[src/rtl/uart_pkg.sv]
// Shared types and constants for the UART transmit path.
package uart_pkg;

  typedef enum logic [1:0] {
    IDLE,
    START,
    DATA,
    STOP
  } tx_state_t;

  localparam int unsigned UART_DATA_BITS  = 8;
  localparam logic        UART_IDLE_LEVEL = 1'b1;

endpackage

[src/rtl/uart_tx_fifo.sv]
// Small circular FIFO feeding the UART serialiser; head entry is readable
// directly from storage while the FIFO is not empty.
module uart_tx_fifo #(
  parameter int unsigned FIFO_DEPTH_LOG = 2,
  parameter int unsigned WIDTH          = 8
) (
  input  logic             clk,
  input  logic             reset,
  input  logic             push,
  input  logic [WIDTH-1:0] push_data,
  input  logic             pop,
  output logic [WIDTH-1:0] pop_data,
  output logic             empty,
  output logic             full
);

  localparam int unsigned DEPTH = 1 << FIFO_DEPTH_LOG;
  localparam logic [FIFO_DEPTH_LOG:0]   CNT_FULL = (FIFO_DEPTH_LOG + 1)'(DEPTH);
  localparam logic [FIFO_DEPTH_LOG:0]   CNT_ONE  = 1;
  localparam logic [FIFO_DEPTH_LOG-1:0] PTR_ONE  = 1;

  logic [WIDTH-1:0]          mem [DEPTH];
  logic [FIFO_DEPTH_LOG-1:0] wr_ptr;
  logic [FIFO_DEPTH_LOG-1:0] rd_ptr;
  logic [FIFO_DEPTH_LOG:0]   count;
  logic [FIFO_DEPTH_LOG:0]   count_next;
  logic                      do_push;
  logic                      do_pop;

  // Pushes are refused on the registered full flag, so a pop on the same
  // edge never makes room for a write presented while full.
  assign do_push  = push && !full;
  assign do_pop   = pop && !empty;
  assign empty    = (count == '0);
  assign pop_data = mem[rd_ptr];

  // Occupancy after this edge; simultaneous push and pop leave it unchanged.
  always_comb begin
    count_next = count;
    unique case ({do_push, do_pop})
      2'b10:   count_next = count + CNT_ONE;
      2'b01:   count_next = count - CNT_ONE;
      default: count_next = count;
    endcase
  end

  // Pointer, occupancy and full-flag registers.
  always_ff @(posedge clk or negedge reset) begin
    if (!reset) begin
      wr_ptr <= '0;
      rd_ptr <= '0;
      count  <= '0;
      full   <= 1'b0;
    end else begin
      if (do_push) wr_ptr <= wr_ptr + PTR_ONE;
      if (do_pop)  rd_ptr <= rd_ptr + PTR_ONE;
      count <= count_next;
      full  <= (count_next == CNT_FULL);
    end
  end

  // Storage array; contents need no reset since they are only read when valid.
  always_ff @(posedge clk) begin
    if (do_push) mem[wr_ptr] <= push_data;
  end

endmodule

[src/rtl/uart_tx_buffer.sv]
// Buffered 8N1 UART transmitter: queues the low byte of each write-back word
// and serialises it on txd, with stall and sticky overflow reporting.
module uart_tx_buffer
  import uart_pkg::*;
#(
  parameter int unsigned CLKS_PER_BIT   = 868,
  parameter int unsigned FIFO_DEPTH_LOG = 2
) (
  input  logic        clk,
  input  logic        reset,
  input  logic        write_enable,
  input  logic [31:0] data,
  output logic        tx_full,
  output logic        tx_busy,
  output logic        overflow,
  output logic        txd
);

  localparam int unsigned CW = $clog2(CLKS_PER_BIT);
  localparam int unsigned IW = $clog2(UART_DATA_BITS);
  localparam logic [CW-1:0] BAUD_LAST = CW'(CLKS_PER_BIT - 1);
  localparam logic [CW-1:0] BAUD_ONE  = 1;
  localparam logic [IW-1:0] BIT_LAST  = IW'(UART_DATA_BITS - 1);
  localparam logic [IW-1:0] BIT_ONE   = 1;

  tx_state_t                 state,  state_n;
  logic [CW-1:0]             baud,   baud_n;
  logic [IW-1:0]             idx,    idx_n;
  logic [UART_DATA_BITS-1:0] shift,  shift_n;
  logic                      txd_n;
  logic                      pop;
  logic                      empty;
  logic                      baud_end;
  logic [UART_DATA_BITS-1:0] head;
  logic                      unused_upper;

  assign unused_upper = ^data[31:UART_DATA_BITS];
  assign baud_end     = (baud == BAUD_LAST);
  assign tx_busy      = (state != IDLE) || !empty;

  uart_tx_fifo #(
    .FIFO_DEPTH_LOG (FIFO_DEPTH_LOG),
    .WIDTH          (UART_DATA_BITS)
  ) u_fifo (
    .clk       (clk),
    .reset     (reset),
    .push      (write_enable),
    .push_data (data[UART_DATA_BITS-1:0]),
    .pop       (pop),
    .pop_data  (head),
    .empty     (empty),
    .full      (tx_full)
  );

  // Frame sequencing: next state, line level, baud/bit counters and FIFO pop.
  always_comb begin
    state_n = state;
    baud_n  = baud;
    idx_n   = idx;
    shift_n = shift;
    txd_n   = txd;
    pop     = 1'b0;
    unique case (state)
      IDLE: begin
        txd_n  = UART_IDLE_LEVEL;
        baud_n = '0;
        if (!empty) begin
          pop     = 1'b1;
          shift_n = head;
          txd_n   = ~UART_IDLE_LEVEL;
          state_n = START;
        end
      end
      START: begin
        if (baud_end) begin
          baud_n  = '0;
          idx_n   = '0;
          txd_n   = shift[0];
          state_n = DATA;
        end else begin
          baud_n = baud + BAUD_ONE;
        end
      end
      DATA: begin
        if (baud_end) begin
          baud_n = '0;
          if (idx == BIT_LAST) begin
            txd_n   = UART_IDLE_LEVEL;
            state_n = STOP;
          end else begin
            // txd takes the bit that becomes shift[0] after this shift.
            shift_n = shift >> 1;
            txd_n   = shift[1];
            idx_n   = idx + BIT_ONE;
          end
        end else begin
          baud_n = baud + BAUD_ONE;
        end
      end
      STOP: begin
        if (baud_end) begin
          baud_n = '0;
          if (!empty) begin
            pop     = 1'b1;
            shift_n = head;
            txd_n   = ~UART_IDLE_LEVEL;
            state_n = START;
          end else begin
            state_n = IDLE;
          end
        end else begin
          baud_n = baud + BAUD_ONE;
        end
      end
    endcase
  end

  // FSM and datapath registers; reset aborts any frame and idles the line.
  always_ff @(posedge clk or negedge reset) begin
    if (!reset) begin
      state <= IDLE;
      baud  <= '0;
      idx   <= '0;
      shift <= '0;
      txd   <= UART_IDLE_LEVEL;
    end else begin
      state <= state_n;
      baud  <= baud_n;
      idx   <= idx_n;
      shift <= shift_n;
      txd   <= txd_n;
    end
  end

  // Sticky record of writes dropped because the FIFO was full.
  always_ff @(posedge clk or negedge reset) begin
    if (!reset) begin
      overflow <= 1'b0;
    end else if (write_enable && tx_full) begin
      overflow <= 1'b1;
    end
  end

endmodule

[config.mk]
export PLATFORM = sky130hd
export DESIGN_NAME = uart_tx_buffer
export DESIGN_NICKNAME = d
export VERILOG_FILES = /design/src/rtl/uart_pkg.sv /design/src/rtl/uart_tx_fifo.sv /design/src/rtl/uart_tx_buffer.sv
export SDC_FILE = /design/constraint.sdc
export NUM_CORES = 1
export LEC_CHECK = 0
export ABC_AREA = 1
export CAP_MARGIN = 20
export CORE_MARGIN = 3
export CORE_UTILIZATION = 30
export DETAILED_ROUTE_END_ITERATION = 10
export SETUP_SLACK_MARGIN = 0.1
export SYNTH_ARGS = -nofsm -noshare
export SYNTH_HDL_FRONTEND = slang
export SYNTH_SLANG_ARGS = --single-unit
export TNS_END_PERCENT = 20
[constraint.sdc]
create_clock -name clk -period 4 [get_ports clk]
set_input_delay 0.6 -clock clk [delete_from_list [all_inputs] [get_ports clk]]
set_output_delay 0.6 -clock clk [all_outputs]
set_load 0.05 [all_outputs]
After elaboration in Yosys (flattened, before gate mapping)
Memories as Yosys holds them, arrays and structs flattened.
Cells that the tools add are included.
{"block": "word_totals", "register_bits": 33, "latchBits": 0, "ramBits": 32, "mem_bits_ro": 0, "in_bits": 35, "out_inout_bits": 4, "memories": 1}
{"name": "u_fifo.mem", "words": 4, "width": 8, "read_ports": 1, "rd_clocked_by_memory_dff": 0, "write_ports": 1, "line": "uart_tx_fifo.sv:22", "source": "logic [WIDTH-1:0] mem [DEPTH];"}
{"block": "op_classes", "add_sub_neg": 6, "mul": 0, "n_div": 0, "order_cmp": 0, "eq_ne": 15, "shifts": 0, "muxes": 31, "n_bitwise": 0, "reduce_logical": 16}
{"operator": "$mux W8", "n": 4}
{"operator": "$pmux W8 S3", "n": 1}
{"operator": "$pmux W10 S2", "n": 1}
{"operator": "$ne A2 B2 Y1 const B", "n": 7}
{"operator": "$pmux W3 S2", "n": 2}
{"operator": "$reduce_and A4 Y1", "n": 3}
{"operator": "$mux W1", "n": 11}
{"operator": "$add A10 B1 Y10 const B", "n": 1}
{"operator": "$eq A10 B10 Y1 const B", "n": 1}
{"operator": "$mux W10", "n": 1}
{"operator": "$mux W2", "n": 5}
{"operator": "$mux W3", "n": 3}
{"operator": "$pmux W2 S4", "n": 1}
{"operator": "$add A3 B1 Y3 const B", "n": 2}
{"operator": "$eq A2 B2 Y1 const B", "n": 3}
{"operator": "$eq A3 B3 Y1 const B", "n": 2}
{"operator": "$reduce_and A5 Y1", "n": 1}
{"operator": "$add A2 B1 Y2 const B", "n": 2}
{"operator": "$eq A2 B1 Y1 const B", "n": 2}
{"operator": "$pmux W1 S4", "n": 1}
{"operator": "$reduce_bool A2 Y1", "n": 2}
{"operator": "$logic_and A1 B1 Y1", "n": 3}
{"operator": "$logic_not A3 Y1", "n": 1}
{"operator": "$reduce_bool A3 Y1", "n": 1}
{"operator": "other kinds (6)", "n": 7}

Logic depth before layout (Yosys ltp)
{"block": "depth", "depth_word": 8, "depth_mapped": 16, "ltp_nobuf": 16}

Hierarchy
A second synthesis with hierarchy kept.
{"block": "unflattened", "cells_unflattened": 330, "area_unflattened_um2": 3161.8}
{"mod": "uart_tx_fifo", "n_inst": 1, "cells_per_inst": 134, "area_each_um2": 1689.1, "seq_area_each_um2": 1161.1}
{"mod": "uart_tx_buffer", "n_inst": 1, "cells_per_inst": 196, "area_each_um2": 1472.7, "seq_area_each_um2": 626.9}

Worst setup path after synthesis
Ideal clock, no wire load.
{"block": "synth_path", "path_type": "reg-to-reg", "startpoint": "register baud[0]", "endpoint": "register u_fifo.full", "setup_ns": 0.088, "t_arrival_ns": 2.254, "required_time_ns": 3.912, "slack_ns": 1.658, "path_stages_with_launch": 16, "path_buffers": 0, "synth_period_minus_slack_ns": 2.342, "cell_sequence": "dfrtp_1 > ha_1 > nand2_1 > nor2_1 > nand3_1 > nand2_1 > nand2_1 > inv_1 > ha_1 > inv_1 > fa_1 > inv_1 > nand2_1 > nand3b_1 > xor2_1 > nor3b_1"}
{"block": "synth_between", "elab_chain_cells": 7, "word_cells_on_any_way": 8, "classes_between": "4 x eq/ne; 3 x mux; 1 x reduce/logical"}
{"item": "from (decl)", "line": "uart_tx_buffer.sv:27", "source": "logic [CW-1:0] baud, baud_n;"}
{"item": "from (signal assigned)", "line": "uart_tx_buffer.sv:128", "source": "baud <= baud_n;"}
{"item": "$eq A10 B10 Y1 *", "line": "uart_tx_buffer.sv:38", "source": "assign baud_end = (baud == BAUD_LAST);"}
{"item": "$mux W1 *", "line": "uart_tx_buffer.sv:101", "source": "if (baud_end) begin"}
{"item": "$pmux W1 S2 *", "line": "uart_tx_buffer.sv:63", "source": "unique case (state)"}
{"item": "$logic_and A1 B1 Y1 *", "line": "uart_tx_fifo.sv:33", "source": "assign do_pop = pop && !empty;"}
{"item": "via u_fifo.do_pop", "line": "uart_tx_fifo.sv:28", "source": "logic do_pop;"}
{"item": "$eq A2 B1 Y1 / $eq A2 B2 Y1 (equally long branches)", "line": "uart_tx_fifo.sv:40", "source": "unique case ({do_push, do_pop})"}
{"item": "$pmux W3 S2 *", "line": "uart_tx_fifo.sv:40"}
{"item": "via u_fifo.count_next[2]", "line": "uart_tx_fifo.sv:26", "source": "logic [FIFO_DEPTH_LOG:0] count_next;"}
{"item": "$eq A3 B3 Y1 *", "line": "uart_tx_fifo.sv:58", "source": "full <= (count_next == CNT_FULL);"}
{"item": "to (signal assigned)", "line": "uart_tx_fifo.sv:58"}
{"item": "to (decl)", "line": "uart_tx_fifo.sv:14", "source": "output logic full"}
The timed path passes the listed nets; every way through them passes the cells marked *.
A chain may end at the register's enable or synchronous reset.

Final worst setup path
Ends and elaborated chain as after synthesis.

==> impl_metrics.json <==
{
  "start_util_pct": 31.5,
  "finalSetupTns_ps": 0,
  "max_cap_viol_count": 0,
  "fin_crit_ps": 2680,
  "leakagePower_nw": 1.54,
  "cts_hold_buffers": 0,
  "synth_cell_types": 28,
  "timing.fmax_mhz": 374,
  "cts_sinks": 65,
  "grt_usage_pct": 11.3,
  "ys_ff_latch": 65,
  "totalWireLength_mm": 5.88,
  "grt_pass1_wl_mm": 10.4,
  "outcome": "completed",
  "fin_skew_ps": 9.21,
  "grt_max_degree": 34,
  "n_antenna_cell": 0,
  "vias": 2229,
  "postRouteAntennaNets": 0,
  "dpl.hpwl_mm": 3.98,
  "yosysWarnings": 0,
  "async_flop_share_pct": 50.8,
  "hold_class": "flip-flop to flip-flop",
  "synth_area_leaders": "edfxtp_1 (30%), dfrtp_1 (25%), nand2_1 (13%)",
  "finalMaxSlewViolations": 0,
  "fin_crit_sh_pct": 66.9,
  "rsz0062_at_grt": "no",
  "netlist_area_sq_um": 3150,
  "worst_slew_pin_slew_ps": 866,
  "path_cells": "ha_1 > nand2_1 > nor2_1 > nand3_1 > nand2_1 > nand2_1 > inv_1 > ha_1 > inv_1 > fa_1 > inv_1 > nand2_1 > nand3b_1 > xor2_1 > nor3b_1",
  "slowest_delay_ps": 480,
  "grt.overflow.total": 0,
  "boundaryPins": 39,
  "core_sq_um": 10000,
  "cts_setup_buffers": 0,
  "drive_gt1_share_pct": 10.4,
  "crit_top_cell": "nand2_1",
  "syn_inst": 332,
  "synth-seq-area-share_pct": 56.7,
  "crit_path_start_kind": "flip-flop",
  "rows": 36,
  "drt_first_pass_iters": 4,
  "clk_pin_slew_ps": 80,
  "p_total_w": 0.00168,
  "io_buffers": 14,
  "end_kind": "flip-flop",
  "cp_slowest_cell": "dfrtp_1",
  "path_class": "flip-flop to flip-flop",
  "avgRoutedWirePerCell_um": 12.0,
  "clockBufferDepth": 2,
  "worst_ep_arrival_time_ps": 2930,
  "gp_congestion": 0.813,
  "vdd_drop_max_mv": 0.189,
  "grt_pass1_vias": 2192,
  "numCtsBuffers": 9,
  "hold_viol_final": 0,
  "cts_max_level": 3,
  "synth_most_common_cell": "nand2_1",
  "die_w_um": 109,
  "yosys.area.top_type": "edfxtp_1",
  "critPathMaxFanout": 7,
  "final_nets": 402,
  "post-route-drc-count": 0,
  "vias_per_cell": 4.55,
  "finalSetupViolations": 0,
  "crit_family": "simple AND/OR/NAND/NOR gates",
  "synth-edff-count": 32,
  "yosys_most_used_dff": "edfxtp_1",
  "relSlewSlack_pct": 42.1,
  "power_density_nw_per_um2": 459,
  "antenna_found_initial": 0,
  "synth_commonest_cells": "nand2_1 (107), dfrtp_1 (32), edfxtp_1 (32), nand3_1 (32), inv_1 (27)",
  "tritoncts": "yes",
  "die_area_sq_um": 11800,
  "cp.required_ps": 4250,
  "synth_top_area_share_pct": 30.5,
  "path_buf_inv": 3,
  "drt_iter0_drc": 124,
  "post_cts_resized": 0,
  "root_buffer": "clkbuf_8",
  "syn_area_per_cell_sq_um": 9.50,
  "syn_to_final_growth_pct": 15.9,
  "synth_nets": 382,
  "die_h_um": 109,
  "clock_latency_ps": 340
}
[logic make-up after synthesis]
logic type | after synthesis | share of synthesized area (%)
simple gates | 184 | 26.4
flops | 65 | 56.7
buf+inv | 38 | 4.72
compound gates | 23 | 4.09
fa+ha+maj | 15 | 6.19
xor+xnor | 7 | 1.94
[state kept, by name, indices dropped and copies added (netlist names)]
signal and flops:
idx 3, u_fifo.mem 32, state 2, shift 8, u_fifo.full 1, u_fifo.count 3
u_fifo.wr_ptr 2, u_fifo.rd_ptr 2, baud 10, txd 1, overflow 1
[path summary, 6_finish.rpt]
check,from,slack [ps],end,cells after the start
max in group asynchronous,reset,3000,txd$_DFFE_PN1P_,2
max,baud[0]$_DFF_PN0_,1320,u_fifo.full$_DFF_PN0_,15
max reg2reg,baud[0]$_DFF_PN0_,1320,u_fifo.full$_DFF_PN0_,15
min in group asynchronous,reset,660,baud[8]$_DFF_PN0_,2
min,overflow$_DFFE_PN0P_,460,overflow$_DFFE_PN0P_,1
min reg2reg,overflow$_DFFE_PN0P_,460,overflow$_DFFE_PN0P_,1
[cell type report]
type / instances / area (sq um)
Sequential cell: 65 / 1790
Clock inverter: 7 / 93.8
Multi-Input combinational cell: 229 / 1220
Fill cell: 1034 / 6340
Inverter: 32 / 120
Clock buffer: 9 / 124
Timing Repair Buffer: 15 / 148
Tap cell: 133 / 166
[worst register-to-register path, stage by stage, from the launching register on]
cell and delay [ps]:
dfrtp_1 480, ha_1 240, nand2_1 110, nor2_1 150, nand3_1 100, nand2_1 110
nand2_1 100, inv_1 70, ha_1 150, inv_1 70, fa_1 440, inv_1 70
nand2_1 40, nand3b_1 90, xor2_1 170, nor3b_1 210
[report_power, final]
| part | internal, W | total [W] | switching [W] |
|---|---|---|---|
| clock network | 0.000351 | 0.000618 | 0.000268 |
| logic | 0.0000762 | 0.000225 | 0.000149 |
| registers | 0.000799 | 0.000837 | 0.0000382 |
[cell usage in the layout, fill, tap and decap left out, drive strengths merged]
cell	instances
clkbuf	9
edfxtp	32
dfrtp	32
nor3b	2
nand3	34
a21o	1
clkinv	2
a21oi	11
xor2	5
bufinv	2
nand2	111
dfstp	1
clkdlybuf4s50	14
o21ai	11
xnor2	2
fa	1
nor3	7
buf	1
inv	33
clkinvlp	2
nand3b	1
ha	14
nor2	25
nand4	4
[metal layers]
layer | up-vias | share of wire [%] | track usage, %
li1 | 1129 | - | -
met1 | 1054 | 47 | 13.8
met2 | 37 | 48 | 19.0
met3 | 9 | 3.4 | 3.46
met4 | 0 | 1.2 | 4.06
met5 | - | 0 | 0
[stage by stage]
stage          area, sq um  util (%)  cells  hold slack (ps)  setup slack [ps]
5_1_grt               3660      36.6    490              496               871
4_1_cts               3660      36.6    490              466              1270
3_3_place_gp          3440      34.4    474              438              1330
2_1_floorplan         3150         -    332              304              1660
6_report              3660      36.6    490              459              1320
3_5_place_dp          3440      34.4    474              449              1330
Power figures use the tool's default switching activity.
